<file path="src/rtl/softmax_collect_ctrl.sv">
// Collects per-row softmax output tiles into a group buffer, then drains the group
// one tile column per beat (all rows side by side) over a valid/ready handshake.
module softmax_collect_ctrl #(
  parameter int WIDTH              = 16,
  parameter int COL                = 64,
  parameter int TILE_SIZE          = 8,
  parameter int NUM_CORES_A_Qn_KnT = 2,
  parameter int BLOCK_SIZE         = 2,
  localparam int TOTAL_SOFTMAX_ROW = NUM_CORES_A_Qn_KnT * BLOCK_SIZE,
  localparam int NUM_TILES         = COL / TILE_SIZE,
  localparam int TILE_WIDTH        = WIDTH * TILE_SIZE,
  localparam int CNT_W             = $clog2(NUM_TILES) + 1
) (
  input  logic                                          clk,
  input  logic                                          rst,
  input  logic [TOTAL_SOFTMAX_ROW-1:0]                  softmax_out_valid,
  input  logic [TOTAL_SOFTMAX_ROW-1:0][TILE_WIDTH-1:0]  softmax_tile_out,
  output logic                                          collect_ready,
  output logic                                          out_valid,
  input  logic                                          out_ready,
  output logic [TOTAL_SOFTMAX_ROW*TILE_WIDTH-1:0]       out_data,
  output logic [CNT_W-1:0]                              out_tile_idx,
  output logic                                          out_last,
  output logic                                          group_done,
  output logic                                          overflow_err
);

  localparam int IDX_W = (NUM_TILES > 1) ? $clog2(NUM_TILES) : 1;
  localparam logic [CNT_W-1:0] FULL     = CNT_W'(NUM_TILES);
  localparam logic [CNT_W-1:0] LAST_IDX = CNT_W'(NUM_TILES - 1);

  typedef enum logic {COLLECT, DRAIN} state_t;

  state_t                  state;
  logic [CNT_W-1:0]        row_cnt  [TOTAL_SOFTMAX_ROW];
  logic [CNT_W-1:0]        cnt_next [TOTAL_SOFTMAX_ROW];
  logic [CNT_W-1:0]        drain_idx;
  logic [TILE_WIDTH-1:0]   tile_buf [TOTAL_SOFTMAX_ROW][NUM_TILES];
  logic [TOTAL_SOFTMAX_ROW-1:0] capture;
  logic                    all_full;
  logic                    ovf_hit;
  logic [IDX_W-1:0]        rd_idx;

  // A row captures while it still has room; any tile it cannot take is an overflow.
  always_comb begin
    capture  = '0;
    all_full = 1'b1;
    ovf_hit  = 1'b0;
    for (int r = 0; r < TOTAL_SOFTMAX_ROW; r++) begin
      cnt_next[r] = row_cnt[r];
      if (softmax_out_valid[r]) begin
        if (state == COLLECT && row_cnt[r] < FULL) begin
          capture[r]  = 1'b1;
          cnt_next[r] = row_cnt[r] + 1'b1;
        end else begin
          ovf_hit = 1'b1;
        end
      end
      if (cnt_next[r] != FULL) all_full = 1'b0;
    end
  end

  // Tile storage carries no reset; its contents only matter once a row is full.
  always_ff @(posedge clk) begin
    if (!rst) begin
      for (int r = 0; r < TOTAL_SOFTMAX_ROW; r++) begin
        if (capture[r]) tile_buf[r][row_cnt[r][IDX_W-1:0]] <= softmax_tile_out[r];
      end
    end
  end

  always_ff @(posedge clk) begin
    if (rst) begin
      state         <= COLLECT;
      collect_ready <= 1'b1;
      out_valid     <= 1'b0;
      out_last      <= 1'b0;
      drain_idx     <= '0;
      group_done    <= 1'b0;
      overflow_err  <= 1'b0;
      for (int r = 0; r < TOTAL_SOFTMAX_ROW; r++) row_cnt[r] <= '0;
    end else begin
      group_done <= 1'b0;
      if (ovf_hit) overflow_err <= 1'b1;
      case (state)
        COLLECT: begin
          for (int r = 0; r < TOTAL_SOFTMAX_ROW; r++) row_cnt[r] <= cnt_next[r];
          if (all_full) begin
            state         <= DRAIN;
            collect_ready <= 1'b0;
            out_valid     <= 1'b1;
            drain_idx     <= '0;
            out_last      <= (NUM_TILES == 1);
          end
        end
        DRAIN: begin
          if (out_ready) begin
            if (drain_idx == LAST_IDX) begin
              state         <= COLLECT;
              collect_ready <= 1'b1;
              out_valid     <= 1'b0;
              out_last      <= 1'b0;
              drain_idx     <= '0;
              group_done    <= 1'b1;
              for (int r = 0; r < TOTAL_SOFTMAX_ROW; r++) row_cnt[r] <= '0;
            end else begin
              drain_idx <= drain_idx + 1'b1;
              out_last  <= ((drain_idx + 1'b1) == LAST_IDX);
            end
          end
        end
        default: state <= COLLECT;
      endcase
    end
  end

  assign out_tile_idx = drain_idx;
  assign rd_idx       = drain_idx[IDX_W-1:0];

  // Row 0 occupies the most significant tile slot of the beat.
  always_comb begin
    out_data = '0;
    for (int r = 0; r < TOTAL_SOFTMAX_ROW; r++) begin
      out_data[(TOTAL_SOFTMAX_ROW-r)*TILE_WIDTH-1 -: TILE_WIDTH] = tile_buf[r][rd_idx];
    end
  end

endmodule
</file>
<file path="config.mk">
export PLATFORM = sky130hd
export DESIGN_NAME = softmax_collect_ctrl
export DESIGN_NICKNAME = d
export VERILOG_FILES = /design/src/rtl/softmax_collect_ctrl.sv
export SDC_FILE = /design/constraint.sdc
export NUM_CORES = 2
export LEC_CHECK = 0
export ABC_CLOCK_PERIOD_IN_PS = 20700
export CORE_MARGIN = 2
export CORE_UTILIZATION = 40
export DETAILED_ROUTE_END_ITERATION = 6
export PLACE_DENSITY = 0.64
export SYNTH_ARGS = -nofsm -noshare
export SYNTH_HDL_FRONTEND = slang
export SYNTH_MEMORY_MAX_BITS = 65536
export SYNTH_SLANG_ARGS = --single-unit
</file>
<file path="constraint.sdc">
create_clock -name clk -period 20.7 [get_ports clk]
set_input_delay 5.175 -clock clk [delete_from_list [all_inputs] [get_ports clk]]
set_output_delay 5.175 -clock clk [all_outputs]
set_load 0.05 [all_outputs]
</file>
==> results.txt <==
initial antenna violation count - 153
post-route cell area - 0.1852 mm^2
DRC errors left - 0
Avg Inst Size Synth - 25.20 um^2
Root Driver - clkbuf_16
final net count - 7958
placement row count - 228
first-pass detailed-route iteration total - 7
setup_tns - 0 ps
most common library cell in the layout ignoring fill and taps - edfxtp_1
CTS tree - done
final antenna-violating net count - 0
Distinct cells, synth - 46
Vias - 69711
Yosys reg bits - 4122
CP dominant cell by count - buf_4
min-delay src - collect_ready$_SDFFE_PP1P_
initial core utilization - 40.14%
clock skew - 95.42 ps
Post-synth ARST share - 0%
Seq/Total Area, Yosys - 79.89%
total routed wirelength - 372500 um
worst-skew pair later-pin latency - 990 ps
R2R Path Start - row_cnt[0][3]$_SDFFE_PP0P_
Max Slew Vio Count - 0
width of the die - 625.9 um
Crit path largest cell delay - 1000 ps
first-pass GRT wire length - 528000 um
routed vias/inst - 5.351
max-capacitance violation count - 0
Worst-Margin Slew - 1262 ps
Cell Area, Synth - 0.1547 mm^2
post-CTS sizing - 0
global routing's busiest layer - met2
Reg-to-Reg End - tile_buf[0][637]$_DFFE_PP_
RSZ-0062 raised after global routing - false
via count of the first global-routing pass - 72110
cell family with most CP delay - buffers and inverters
met3 usage - 4.643%
syn_nets - 6665
endpoint with the worst hold slack - collect_ready$_SDFFE_PP1P_
Setup crit end kind - output pin
CP required - 15530 ps
clock sink total - 4122
crit path time final - 11670 ps
HPWL Detailed - 219700 um
Tot GR Track Use - 18.54%
P&R area growth vs syn - 19.73%
FMAX - 85.68 MHz
die height - 625.9 um
share of cells above drive strength 1 - 29.37%
number of setup buffers added after CTS - 0
FF/Latch Area - 0.1236 mm^2
crit path buf inv count - 4
status - completed
Synth Instances - 6140
Max clock buf depth - 4
reg-to-reg slack, setup - 15840 ps
post-route clock period utilization - 56.38%
Synth Flop Type - edfxtp_1
met1 global-route usage - 23.57%
commonest cells after routing, fill and taps aside - 4104 x edfxtp_1, 1039 x clkdlybuf4s50_1, 1024 x mux4_2
GRT met2 Usage - 30.64%
crit path max-delay cell type - dfxtp_4
Max Fanout on Critical Path - 134
Finished Core Util - 48.07%
crit path kind - reg2out
Hold Crit Depth - 2
leakage power - 55.81 nW
initial DRC count - 6114
P per Cell Area - 93.55 mW/mm^2
TritonCTS Buffers - 416
CTS clk-pin slew, worst paths - 60 ps
worst relative slew slack - 15.88%
cell depth of the worst flop-to-flop path - 6
Post-Place Cell Area - 0.1717 mm^2
post-DR wirelength/cell - 28.59 um
H-tree levels - 5
multi-input logic area - 0.03009 mm^2
# setup viols final - 0
crit start category - flop
Hold Path Class - reg2reg
Worst EP arrival - 6500 ps
Core ar. - 0.3854 mm^2
Final GP Congestion - 0.7604
GR Overflow Total - 0
Levels on crit path - 6
fillers - 30656
pin count of the biggest net entering global routing - 151
die area - 0.3918 mm^2
io pins - 1040
VDD IR max - 0.07835 mV
CTS Hold Buffers Added - 0
yosys warns - 0
final hold vios - 0
crit-path cells - buf_4 > buf_12 > buf_4 > mux4_2 > mux2_2 > clkdlybuf4s50_1
Post-synth EDFFs - 4104
Buffers on Ports - 1039
cell usage after synthesis, types with 2 or more instances:
cell type	n	share of area [%]
edfxtp_1	4104	80
buf_2	103	0.33
nand2_1	23	0.056
nand3_1	10	0.032
clkbuf_1	166	0.40
ha_1	6	0.049
xor2_1	3	0.017
nor3_1	9	0.029
o21ai_0	5	0.016
nand3b_1	2	0.0097
nand4_1	2	0.0081
nor3b_1	4	0.019
o22ai_1	4	0.016
and3b_1	2	0.011
nor2_1	50	0.12
or3_1	2	0.0081
xnor2_1	5	0.028
buf_1	27	0.066
dfxtp_1	18	0.23
nand2b_1	10	0.040
mux4_2	1024	15
a21oi_1	10	0.032
nor2b_1	7	0.028
a31oi_1	7	0.028
inv_1	4	0.0097
and2_1	2	0.0081
mux2_2	512	3.7
registers in the layout, indices dropped and copies added, names as in the netlist:
| register | count |
|---|---|
| overflow_err | 1 |
| row_cnt | 16 |
| collect_ready | 1 |
| tile_buf | 4096 |
| group_done | 1 |
| out_valid | 1 |
| out_tile_idx | 4 |
| out_last | 1 |
| state | 1 |
per-stage QoR:
step,setup WS (ps),std cells,hold WS [ps],total power (W)
after floorplan,1065,6140,519.7,0.009853
after global placement,9861,12190,471.4,0.01019
after detailed placement,9861,12190,467.0,0.01022
after CTS,8774,12956,479.9,0.01752
after global routing,8458,12988,502.2,0.01786
final,9029,13028,475.3,0.01733
routing by layer:
metal / share of wire [%] / wire length (um)
met5: 0.13 / 484
met3: 7.4 / 27630
met2: 50 / 186100
met1: 39 / 144000
met4: 3.8 / 14210
cells by family (layout without fill, tap and decap cells):
kind of cell / count (synthesis) / count (layout) / share of synthesized area, %
compound gates: 36 / 36 / 0.1504
xor+xnor: 8 / 8 / 0.04529
fa+ha+maj: 6 / 6 / 0.04852
buf+inv: 300 / 1941 / 0.8111
flops: 4122 / 4122 / 79.89
mux: 1537 / 1537 / 18.64
other cells: 0 / 72 / 0
simple gates: 131 / 131 / 0.4189
area by class of cell:
type | count | area share [%]
tap | 5175 | 3.495
inverter | 4 | 0.008105
clock buffer | 511 | 5.823
timing repair buffer | 1171 | 6.230
antenna | 72 | 0.09726
multi-input combinational | 1718 | 16.24
clock inverter | 255 | 1.377
sequential | 4122 | 66.73
worst max path at each step:
stage               slack [ps]                    endpoint                         start
floorplan                 1060  tile_buf[1][768]$_DFFE_PP_          softmax_out_valid[1]
global placement          9860               out_data[443]  out_tile_idx[0]$_SDFFE_PP0P_
detailed placement        9860               out_data[443]  out_tile_idx[0]$_SDFFE_PP0P_
CTS                       8770               out_data[443]  out_tile_idx[0]$_SDFFE_PP0P_
global route              8460               out_data[503]  out_tile_idx[0]$_SDFFE_PP0P_
finish                    9030               out_data[369]  out_tile_idx[1]$_SDFFE_PP0P_
power breakdown:
| part | internal [W] | switching [W] | total [W] |
|---|---|---|---|
| clock | 0.00412 | 0.00318 | 0.00730 |
| combinational | 0.000251 | 0.000450 | 0.000701 |
| sequential | 0.00931 | 0.0000275 | 0.00933 |
worst reg2reg max path, stage by stage, from the launching register on:
cell and delay [ps]:
dfxtp_1 350, nor3b_1 730, nand3_1 530, nor2_4 610, buf_4 730, buf_4 670
buf_4 740
Power figures use the tool's default switching activity.
